### src/rtl/serial_adder_16b.sv
// Bit-serial WIDTH-bit adder (a + b + cin) built around a single full_adder cell.
// Define SERIAL_ADDER_OVF_EN to add the registered signed-overflow output ovf_out.

// full_adder: one-bit sum/carry cell.
// Latency: combinational.
// Backpressure: none.
module full_adder (
  input  logic a,
  input  logic b,
  input  logic c,
  output logic sum,
  output logic carry
);
  assign sum   = a ^ b ^ c;
  assign carry = (a & b) | (c & (a ^ b));
endmodule

// serial_adder_16b: LSB-first serial add, one bit per clock.
// Latency: result valid WIDTH+1 edges after the accepting edge, counting that edge.
// Backpressure: holds the result in DONE until out_ready; in_ready low while busy.
module serial_adder_16b #(
  parameter int WIDTH = 16
) (
  input  logic             clk,
  input  logic             rst,
  input  logic             in_valid,
  output logic             in_ready,
  input  logic [WIDTH-1:0] a_in,
  input  logic [WIDTH-1:0] b_in,
  input  logic             c_in,
  output logic             out_valid,
  input  logic             out_ready,
  output logic [WIDTH-1:0] sum_out,
  output logic             carry_out
`ifdef SERIAL_ADDER_OVF_EN
  ,
  output logic             ovf_out
`endif
);

  localparam int CW = $clog2(WIDTH);
  localparam logic [CW-1:0] CNT_LAST = CW'(WIDTH - 1);

  typedef enum logic [1:0] {
    IDLE  = 2'd0,
    SHIFT = 2'd1,
    DONE  = 2'd2
  } state_t;

  state_t           state_q;
  logic [WIDTH-1:0] a_q;
  logic [WIDTH-1:0] b_q;
  logic [WIDTH-1:0] res_q;
  logic             carry_q;
  logic [CW-1:0]    cnt_q;
  logic [CW-1:0]    cnt_d;
  logic             in_ready_q;
  logic             out_valid_q;
  logic             fa_sum;
  logic             fa_carry;
  logic             cnt_last;
`ifdef SERIAL_ADDER_OVF_EN
  logic             ovf_q;
`endif

  full_adder u_fa (
    .a     (a_q[0]),
    .b     (b_q[0]),
    .c     (carry_q),
    .sum   (fa_sum),
    .carry (fa_carry)
  );

  assign cnt_d    = cnt_q + CW'(1);
  assign cnt_last = (cnt_q == CNT_LAST);

  always_ff @(posedge clk or posedge rst) begin
    if (rst) begin
      state_q     <= IDLE;
      a_q         <= '0;
      b_q         <= '0;
      res_q       <= '0;
      carry_q     <= 1'b0;
      cnt_q       <= '0;
      in_ready_q  <= 1'b1;
      out_valid_q <= 1'b0;
`ifdef SERIAL_ADDER_OVF_EN
      ovf_q       <= 1'b0;
`endif
    end else begin
      case (state_q)
        IDLE: begin
          if (in_valid) begin
            a_q        <= a_in;
            b_q        <= b_in;
            carry_q    <= c_in;
            cnt_q      <= '0;
            in_ready_q <= 1'b0;
            state_q    <= SHIFT;
          end
        end
        SHIFT: begin
          a_q     <= a_q >> 1;
          b_q     <= b_q >> 1;
          res_q   <= {fa_sum, res_q[WIDTH-1:1]};
          carry_q <= fa_carry;
          // Counter parks at WIDTH-1 on the last bit so it never wraps.
          if (cnt_last) begin
            state_q     <= DONE;
            out_valid_q <= 1'b1;
`ifdef SERIAL_ADDER_OVF_EN
            ovf_q       <= carry_q ^ fa_carry;
`endif
          end else begin
            cnt_q <= cnt_d;
          end
        end
        DONE: begin
          if (out_ready) begin
            out_valid_q <= 1'b0;
            in_ready_q  <= 1'b1;
            state_q     <= IDLE;
          end
        end
        default: begin
          state_q     <= IDLE;
          in_ready_q  <= 1'b1;
          out_valid_q <= 1'b0;
        end
      endcase
    end
  end

  assign in_ready  = in_ready_q;
  assign out_valid = out_valid_q;
  assign sum_out   = res_q;
  assign carry_out = carry_q;
`ifdef SERIAL_ADDER_OVF_EN
  assign ovf_out   = ovf_q;
`endif

endmodule
### config.mk
export PLATFORM = sky130hd
export DESIGN_NAME = serial_adder_16b
export DESIGN_NICKNAME = d
export VERILOG_FILES = /design/src/rtl/serial_adder_16b.sv
export SDC_FILE = /design/constraint.sdc
export NUM_CORES = 1
export LEC_CHECK = 0
export ABC_CLOCK_PERIOD_IN_PS = 2700
export CORE_MARGIN = 2
export CORE_UTILIZATION = 50
export CTS_CLUSTER_SIZE = 40
export DETAILED_ROUTE_END_ITERATION = 8
export GPL_ROUTABILITY_DRIVEN = 0
export MAX_ROUTING_LAYER = met4
export PLACE_DENSITY_LB_ADDON = 0.25
export SYNTH_ARGS = -nofsm -noshare
export SYNTH_HDL_FRONTEND = slang
export SYNTH_SLANG_ARGS = --single-unit
### constraint.sdc
create_clock -name clk -period 2.7 [get_ports clk]
set_input_delay 0.675 -clock clk [delete_from_list [all_inputs] [get_ports clk]]
set_output_delay 0.675 -clock clk [all_outputs]
set_load 0.005 [all_outputs]
==> impl_results.md <==
* Status: completed
* CTS Buf Count at 9
* Final core utilization at 0.672
* Area occupied by multi-input gates at 0.00105 mm²
* Post-Synth Adder-Cell Area at 0.0124
* Setup violations, final at 0
* Routed Antenna Nets at 0
* P_int at 2.81 mW
* DP HPWL at 3.26 mm
* Register area share after synthesis at 0.545
* Sequential share of power at 0.377
* YS warnings at 0
* Setup WS post-layout at 668 ps
* Antenna cells at 0
* Antenna violations before repair at 0
* Final-report max-slew violation count at 0
* Final hold vios at 0
* Core Region at 0.00507 mm²
* Fraction of layout cells with a size suffix above 1 at 0.149
* Dpl cells at 336
* I/O Pins at 56
* Routed WL per cell at 13.1 µm
* Max_cap viols at 0
* Worst Path Buf+Inv at 1
* Root buf cell: clkbuf_8
* Die width at 76.4 µm
* DR DRC count at 0
* Max IR drop VDD at 0.511 mV
* Pwr/cell area at 1200 mW/mm²
* Reg clk slew, reported paths at 60 ps
* First-pass GRT wire length at 8.01 mm
* Initial Util at 0.516
* CP Capture Point: in_ready
* CTS Hold Buffers Added at 0
* Mux cell area share after synthesis at 0.210
* Synth Area in Compound Gates at 0.0936
* WHS at 482 ps
* Drt total wl at 4.62 mm
* CTS tree: done
* Total number of H-tree levels at 3
* Yosys reg bits at 57
* Worst r2r src: state_q[0]$_DFFE_PP0P_
* Fin nets at 316
* Critical-path top delay cell: dfstp_2
* Fin crit share at 0.753
* CP max FO at 3
* Clock Latency Late Sink at 330 ps
* Syn nets at 258
* CP max stage delay at 540 ps
* Clock share of power at 0.220
* Placement Setup Slack at 806 ps
* Crit start category: flip-flop
* WP data arrival at 1360 ps
* Rel. slew slack at 0.614
* Congestion Overflow GR at 0
* Comb power frac at 0.403
* Layout fillers at 416
* Leak at 1.66 nW
* DR iter-0 viols at 90
* Crit path max-delay family: flip-flops
* R2R depth at 4
* Mapped Area at 0.00262 mm²
* Post-CTS setup buffers at 0
* Synth Area in Simple Gates at 0.0821
* Worst clock skew at 5.80 ps
* Kind of critical path: reg2out
* Max Freq at 0.492 GHz
* WP depth at 1
* GRT Overall Usage at 0.180
* Total number of vias at 1731
* Num Clock Sinks at 57
* Pin count of the biggest net entering global routing at 63
* RSZ-0062 raised after global routing: false
* Setup TNS at 0 ps
* Post-cts sizing count at 0
* Crit-path cells: clkdlybuf4s50_1
* Largest family of logic cells by synthesized area: multiplexers
* Rows at 26
* Slew @ Worst Pin at 579 ps
* Vias in the first global route at 1731
* Critical path origin: in_ready$_DFFE_PP1P_
* R2R Setup Slk at 1010 ps
* Xor/xnor share of the synthesized area at 0
* Post-Syn Area per Cell at 12.0 µm²
* Switching share of power at 0.311
* Psw at 1.27 mW
* Vias per inst at 4.92
* Synth Instances at 219
* Req. time, crit path at 2030 ps
* DIE AREA at 0.00584 mm²
* Tmin final at 2030 ps
* Post-route insts no fill at 352
* Area Growth Syn to Fin at 30.1%
* Critical path capture point type: output pin
* DR pass1 iterations at 4
* Die height at 76.4 µm
* Seq. cell area at 0.00143 mm²
* Cell variety after synth at 28
* Clock buffer depth at 2
* # port buffers at 55
* R2r endpoint: a_q[0]$_DFFE_PP0P_
* HP Class: reg2reg
metrics by stage:
stage,cell area [µm²],power [mW]
after floorplan,2620,2.79
after global placement,3180,3.16
after detailed placement,3180,3.22
after CTS,3410,4.12
after global routing,3410,4.38
final,3410,4.08
cell families (layout without fill, tap and decap cells):
family                     count (synthesis)  count (layout)
and+or+nand+nor                           50              50
buffers and inverters                     17              80
AOI/OAI and AO/OA                         45              45
adders and majority gates                  2               2
DFF                                       57              57
muxes                                     48              48
cell usage in the layout, fill, tap and decap left out, types with 2 or more instances in the layout:
cell / n
nor2b_1: 3
clkinv_2: 2
nand3_1: 2
inv_1: 3
bufinv_16: 2
mux2_2: 3
a21oi_1: 4
o21ai_0: 4
buf_4: 4
dfrtp_1: 56
o21ai_1: 31
clkdlybuf4s50_1: 55
nand2b_1: 2
nand2_1: 38
mux2_4: 13
nor2_1: 3
clkbuf_8: 11
mux2i_1: 32
per-layer routing:
metal,GRT usage,wire length [µm]
met5,-,0
met2,0.270,2190
met3,0.0450,198
met4,0.0873,60
met1,0.231,2170
power by group through the flow:
stage                     clock (mW)  combinational, mW  sequential [mW]
final                          0.896               1.64             1.54
after detailed placement           0               1.67             1.56
after CTS                      0.909               1.67             1.54
after floorplan                    0               1.30             1.49
after global routing           0.953               1.82             1.61
after global placement             0               1.62             1.54
cells in the mapped netlist (all sizes together):
cell	instances	share of area
a21oi	5	0.011
a31oi	1	0.0024
and3	1	0.0024
buf	11	0.048
clkbuf	2	0.0038
dfrtp	56	0.53
dfstp	1	0.010
fa	1	0.0076
ha	1	0.0048
inv	4	0.0057
mux2	16	0.087
mux2i	32	0.12
nand2	38	0.054
nand2b	2	0.0048
nand3	2	0.0038
nor2	3	0.0043
nor2b	4	0.012
o21ai	35	0.067
o21bai	1	0.0043
o221ai	1	0.0033
o22a	1	0.0033
o22ai	1	0.0024
how the worst min path moves through the flow:
stage,startpoint,depth (start not counted),endpoint
2_1_floorplan,a_q[10]$_DFFE_PP0P_,2,a_q[10]$_DFFE_PP0P_
3_3_place_gp,a_q[2]$_DFFE_PP0P_,2,a_q[2]$_DFFE_PP0P_
3_5_place_dp,b_q[8]$_DFFE_PP0P_,2,b_q[8]$_DFFE_PP0P_
4_1_cts,b_q[8]$_DFFE_PP0P_,2,b_q[8]$_DFFE_PP0P_
5_1_grt,a_q[8]$_DFFE_PP0P_,2,a_q[8]$_DFFE_PP0P_
6_report,a_q[3]$_DFFE_PP0P_,2,a_q[3]$_DFFE_PP0P_
registers in the layout, summed over array words and instances, names as in the netlist:
signal / flops
a_q: 16
b_q: 16
sum_out: 16
cnt_q: 4
state_q: 2
carry_out: 1
in_ready: 1
out_valid: 1
layout make-up:
cell class	instances	share of cell area
inverters	4	0.00440
clock buffers	11	0.0444
repair buffers	60	0.176
flip-flops and latches	57	0.419
well taps	70	0.0257
clock inverters	5	0.0228
multi-input cells	145	0.308
No activity file was read; power rests on OpenSTA's default activity.
